[src/rtl/c3lib_rst_seq_pkg.sv]
// Shared types and dly_cfg field helpers for the c3lib reset sequencer.
package c3lib_rst_seq_pkg;

  localparam int unsigned NUM_DOM_DEF = 4;
  localparam int unsigned CNT_W_DEF   = 8;

  typedef enum logic [1:0] {
    ST_ASSERTED  = 2'd0,
    ST_RELEASING = 2'd1,
    ST_RELEASED  = 2'd2,
    ST_ASSERTING = 2'd3
  } seq_state_e;

  // LSB position of the delay field for a given stage inside dly_cfg.
  function automatic int unsigned dly_lsb(input int unsigned stage, input int unsigned cnt_w);
    return stage * cnt_w;
  endfunction

endpackage

[src/rtl/c3lib_rst_seq_cnt.sv]
// Loadable down-counter that times one sequencer stage; holds at zero.
module c3lib_rst_seq_cnt #(
  parameter int unsigned CNT_W = 8
) (
  input  logic             clk,
  input  logic             rst,
  input  logic             load,
  input  logic [CNT_W-1:0] load_val,
  output logic             zero_c
);

  logic [CNT_W-1:0] cnt;

  always_ff @(posedge clk) begin
    if (rst) begin
      cnt <= '0;
    end else if (load) begin
      cnt <= load_val;
    end else if (cnt != '0) begin
      cnt <= cnt - CNT_W'(1);
    end
  end

  assign zero_c = (cnt == '0);

endmodule

[src/rtl/c3lib_rst_seq_ctrl.sv]
// Reset sequencer: releases active-low domain resets in ascending order and
// re-asserts them in descending order, with a programmable delay per stage.
module c3lib_rst_seq_ctrl
  import c3lib_rst_seq_pkg::*;
#(
  parameter int unsigned NUM_DOM = NUM_DOM_DEF,
  parameter int unsigned CNT_W   = CNT_W_DEF,
  parameter int unsigned STG_W   = $clog2(NUM_DOM)
) (
  input  logic                     clk,
  input  logic                     rst,
  input  logic                     seq_en,
  input  logic [NUM_DOM*CNT_W-1:0] dly_cfg,
  output logic [NUM_DOM-1:0]       dom_rst_n,
  output logic                     seq_busy,
  output logic                     seq_done,
  output logic [STG_W-1:0]         cur_stage
);

  localparam logic [STG_W-1:0] LAST_STG = STG_W'(NUM_DOM - 1);

  seq_state_e         state, state_nxt;
  logic [STG_W-1:0]   stage, stage_nxt;
  logic [NUM_DOM-1:0] dom_nxt;
  logic               busy_nxt, done_nxt;
  logic               cnt_load;
  logic [STG_W-1:0]   load_stage;
  logic [CNT_W-1:0]   load_val;
  logic               cnt_zero;
  logic [CNT_W-1:0]   dly_arr [NUM_DOM];

  for (genvar i = 0; i < int'(NUM_DOM); i++) begin : g_dly
    assign dly_arr[i] = dly_cfg[dly_lsb(i, CNT_W) +: CNT_W];
  end

  assign load_val = dly_arr[load_stage];

  c3lib_rst_seq_cnt #(
    .CNT_W (CNT_W)
  ) u_cnt (
    .clk      (clk),
    .rst      (rst),
    .load     (cnt_load),
    .load_val (load_val),
    .zero_c   (cnt_zero)
  );

  // Next-state logic; a direction reversal takes priority over a stage action.
  always_comb begin
    state_nxt  = state;
    stage_nxt  = stage;
    dom_nxt    = dom_rst_n;
    cnt_load   = 1'b0;
    load_stage = stage;

    unique case (state)
      ST_ASSERTED: begin
        if (seq_en) begin
          state_nxt  = ST_RELEASING;
          stage_nxt  = '0;
          cnt_load   = 1'b1;
          load_stage = '0;
        end
      end

      ST_RELEASING: begin
        if (!seq_en) begin
          // Domains 0..stage-1 are out of reset; back off from the highest one.
          if (stage == '0) begin
            state_nxt = ST_ASSERTED;
          end else begin
            state_nxt  = ST_ASSERTING;
            stage_nxt  = stage - STG_W'(1);
            cnt_load   = 1'b1;
            load_stage = stage - STG_W'(1);
          end
        end else if (cnt_zero) begin
          dom_nxt[stage] = 1'b1;
          if (stage == LAST_STG) begin
            state_nxt = ST_RELEASED;
          end else begin
            stage_nxt  = stage + STG_W'(1);
            cnt_load   = 1'b1;
            load_stage = stage + STG_W'(1);
          end
        end
      end

      ST_RELEASED: begin
        if (!seq_en) begin
          state_nxt  = ST_ASSERTING;
          stage_nxt  = LAST_STG;
          cnt_load   = 1'b1;
          load_stage = LAST_STG;
        end
      end

      ST_ASSERTING: begin
        if (seq_en) begin
          // Domains stage+1.. are in reset; resume releasing from the lowest one.
          if (stage == LAST_STG) begin
            state_nxt = ST_RELEASED;
          end else begin
            state_nxt  = ST_RELEASING;
            stage_nxt  = stage + STG_W'(1);
            cnt_load   = 1'b1;
            load_stage = stage + STG_W'(1);
          end
        end else if (cnt_zero) begin
          dom_nxt[stage] = 1'b0;
          if (stage == '0) begin
            state_nxt = ST_ASSERTED;
          end else begin
            stage_nxt  = stage - STG_W'(1);
            cnt_load   = 1'b1;
            load_stage = stage - STG_W'(1);
          end
        end
      end

      default: begin
        state_nxt = ST_ASSERTED;
        stage_nxt = '0;
        dom_nxt   = '0;
      end
    endcase

    busy_nxt = (state_nxt == ST_RELEASING) || (state_nxt == ST_ASSERTING);
    done_nxt = (state_nxt == ST_RELEASED);
  end

  always_ff @(posedge clk) begin
    if (rst) begin
      state     <= ST_ASSERTED;
      stage     <= '0;
      dom_rst_n <= '0;
      seq_busy  <= 1'b0;
      seq_done  <= 1'b0;
    end else begin
      state     <= state_nxt;
      stage     <= stage_nxt;
      dom_rst_n <= dom_nxt;
      seq_busy  <= busy_nxt;
      seq_done  <= done_nxt;
    end
  end

  assign cur_stage = stage;

endmodule

[config.mk]
export PLATFORM = sky130hd
export DESIGN_NAME = c3lib_rst_seq_ctrl
export DESIGN_NICKNAME = d
export VERILOG_FILES = /design/src/rtl/c3lib_rst_seq_pkg.sv /design/src/rtl/c3lib_rst_seq_cnt.sv /design/src/rtl/c3lib_rst_seq_ctrl.sv
export SDC_FILE = /design/constraint.sdc
export NUM_CORES = 1
export LEC_CHECK = 0
export CAP_MARGIN = 0
export CORE_MARGIN = 2
export CORE_UTILIZATION = 47
export CTS_CLUSTER_DIAMETER = 100
export DETAILED_ROUTE_END_ITERATION = 8
export PLACE_DENSITY = 0.82
export SKIP_LAST_GASP = 1
export SLEW_MARGIN = 20
export SYNTH_ARGS = -nofsm -noshare
export SYNTH_HDL_FRONTEND = slang
export SYNTH_SLANG_ARGS = --single-unit
[constraint.sdc]
create_clock -name clk -period 3.1 [get_ports clk]
set_input_delay 0.62 -clock clk [delete_from_list [all_inputs] [get_ports clk]]
set_output_delay 0.62 -clock clk [all_outputs]
set_load 0.005 [all_outputs]
==> impl_metrics.ini, run 1 <==
[finish]
diodes = 0
area_delta_synth_final_pct = 31.4
nets = 259
layout-drive-gt1-share = 0.0995
fillers = 276

[clock_tree]
clk_path_buf_depth = 2
clk_latency_ps = 300
clkTransAtPathRegs_ps = 100
clock_tree.root_cell = clkbuf_4
cts_sinks = 18
cts_setup_buffers = 0
cts_tree = done
holdBufCountCts = 0
cts_buffers = 3
h-tree-depth = 1
ctsResizeCount = 0

[timing]
maxSlewViolCount = 0
fin_crit_sh = 0.854
rsz0062_at_grt = false
max_freq_mhz = 378
period_needed_ps = 2650
relSlewSlack = 0.609
finalSetupViolCount = 0
max_slew.worst_pin.slew_ps = 582
skew_ps = 4.16
timing_hold_violations_final = 0
tns_ps = 0

[global_route]
grt_pass1_wl_um = 5910
antenna_found_initial = 0
grt_start_max_net_pins = 21
grt_overflow_total = 0
grt_usage = 0.215
grt_pass1_vias = 1379

[placed_design]
io_buffers = 42
dpl.hpwl_um = 2820
gp_congestion = 0.837

[detailed_routing]
wire_per_inst_um = 14.8
drtPass1Iterations = 4
antenna_left = 0
routed_wl_um = 3750
drc = 0
dr_total_vias = 1560
avgViaCountPerCell = 6.14
drt_iter0_markers = 72

[worst_setup_path]
slowest_stage = clkdlybuf4s50_1
crit_type = input pin to register
worst-r2r-cell-count = 8
worstPathRequired_ps = 3330
critical_path.max_fanout = 11
rrSetupSlack_ps = 590
cpMostUsedCell = a211oi_1
r2r-end = u_cnt.cnt[1]
worstPathArrival_ps = 2880
crit_path_end = u_cnt.cnt[5]
endpoint_kind = register
cp-start-kind = input pin
path_cells = clkdlybuf4s50_1, and4b_1, a211oi_1, nand4_1, buf_4, nor4_1, a211oi_1, a21oi_1
critPathLaunch = seq_en
r2r-start = u_cnt.cnt[0]
max_stage_delay_ps = 590

[pwr]
peakVddDrop_uv = 272
finalPower_uw = 690
pwr_density_cell_mw_per_mm2 = 359
p_leak_uw = 0.000684

[logic_synthesis]
synth_area_per_cell_sq_um = 8.04
synth_top_area_frac = 0.246
yosys_warnings = 0
synthesis.area_sq_mm = 0.00146
ys.flop_type = dfxtp_1
synth.distinct_cells = 51
seq_area_frac_synth = 0.246
async_reset_ff_frac = 0
syn_inst = 182
synth_seq_cells = 18
syn-num-nets = 219
synthTopCellsByArea = dfxtp_1, mux2i_1, a211oi_1
yosysTopAreaCell = dfxtp_1
synth-edff-count = 0

[worst_hold_path]
hp-class = register to register

[floorplan]
die_h_um = 59.8
rows = 20
top_level_ports = 43
die_area_sq_mm = 0.00358
core_area_sq_mm = 0.00300
initial_core_util = 0.488
dieWidth_um = 59.8

[outcome]
status = completed

[flow_run]
max-cap-violations = 0
area by class of cell:
class                   count  area [sq um]  area share
multi-input cells         144           997       0.519
well taps                  33          41.3      0.0215
flip-flops and latches     18           360       0.187
repair buffers             47           458       0.238
clock buffers               4          36.3      0.0189
inverters                   8          30.0      0.0156
critical path: cells and delay by family:
family          cells  cell delay [ps]
simple gates        3              850
buf+inv             2              830
compound gates      3              580
how the worst min path moves through the flow:
stage | end | slack (ps) | cells after the start
4_1_cts | register | 510 | 2
6_report | register | 500 | 2
2_1_floorplan | register | 490 | 2
5_1_grt | register | 540 | 2
3_5_place_dp | register | 490 | 2
3_3_place_gp | register | 480 | 2
power breakdown:
| group | total [uW] | leakage (uW) | internal, uW | switching, uW |
|---|---|---|---|---|
| clock network | 150 | 0.0000210 | 71.7 | 78.1 |
| registers | 283 | 0.000148 | 253 | 29.7 |
| logic | 258 | 0.000515 | 133 | 125 |
metal layers:
layer,global-route usage,share of wire,vias up
met5,0,0,-
met2,0.382,0.50,61
met3,0.0433,0.063,4
met1,0.262,0.43,721
met4,0.0540,0.0093,0
li1,-,-,774
cell usage in the layout (no fill, tap or decap), types with 2 or more instances in the layout:
cell type	synthesis	routed
inv_1	8	8
o211ai_1	4	4
xor2_1	3	3
a32o_1	2	2
xnor2_1	4	4
and2_1	3	3
and4_1	2	2
o21ai_0	11	11
ha_1	2	2
nor4_1	5	5
a21bo_2	2	2
a21boi_0	2	2
a311oi_1	5	5
a211oi_1	9	9
a21oi_1	13	13
nand4_1	3	3
nand2_1	10	10
nor3b_1	3	3
nand3_1	9	9
nor4bb_1	2	2
nand2b_1	2	2
clkbuf_4	0	3
mux2i_1	7	7
buf_4	3	5
nor3_1	8	8
nor2_1	11	11
clkdlybuf4s50_1	0	42
dfxtp_1	18	18
kinds of logic after synthesis:
family	synth area share
AND/OR/NAND/NOR	0.284
AO/OA/AOI/OAI	0.273
buffers and inverters	0.0726
flip-flops	0.246
multiplexers	0.0658
XOR/XNOR	0.0419
adder cells (fa/ha/maj)	0.0171
metrics by stage:
step | cells | util | hold WS [ps] | cell area [sq um] | setup slack (ps)
2_1_floorplan | 182 | - | 492 | 1460 | 830
3_3_place_gp | 250 | 0.628 | 484 | 1890 | 305
3_5_place_dp | 250 | 0.628 | 491 | 1890 | 157
4_1_cts | 254 | 0.640 | 506 | 1920 | 478
5_1_grt | 254 | 0.640 | 543 | 1920 | 347
6_report | 254 | 0.640 | 500 | 1920 | 454
cells in the mapped netlist, drive strengths merged, types with 5 or more instances:
cell type	number
a211oi	9
a311oi	5
nor3	8
mux2i	7
dfxtp	18
nand2	11
inv	8
nor2	12
a21oi	13
buf	9
nor4	6
nand3	9
o21ai	11
No activity file was read; power rests on OpenSTA's default activity.
==> run 2, diff against run 1 <==
--- a/config.mk
+++ b/config.mk
@@ -5,7 +5,7 @@
 export SDC_FILE = /design/constraint.sdc
 export NUM_CORES = 1
 export LEC_CHECK = 0
-export CAP_MARGIN = 0
+export CAP_MARGIN = 40
 export CORE_MARGIN = 2
 export CORE_UTILIZATION = 47
 export CTS_CLUSTER_DIAMETER = 100
==> results of run 2 <==
The final DEF is identical to that of run 1; final timing and power are the same.
==> run 3, diff against run 2 <==
--- a/config.mk
+++ b/config.mk
@@ -5,7 +5,7 @@
 export SDC_FILE = /design/constraint.sdc
 export NUM_CORES = 1
 export LEC_CHECK = 0
-export CAP_MARGIN = 40
+export CAP_MARGIN = 30
 export CORE_MARGIN = 2
 export CORE_UTILIZATION = 47
 export CTS_CLUSTER_DIAMETER = 100
==> results of run 3 <==
The final DEF is identical to that of run 1; final timing and power are the same.
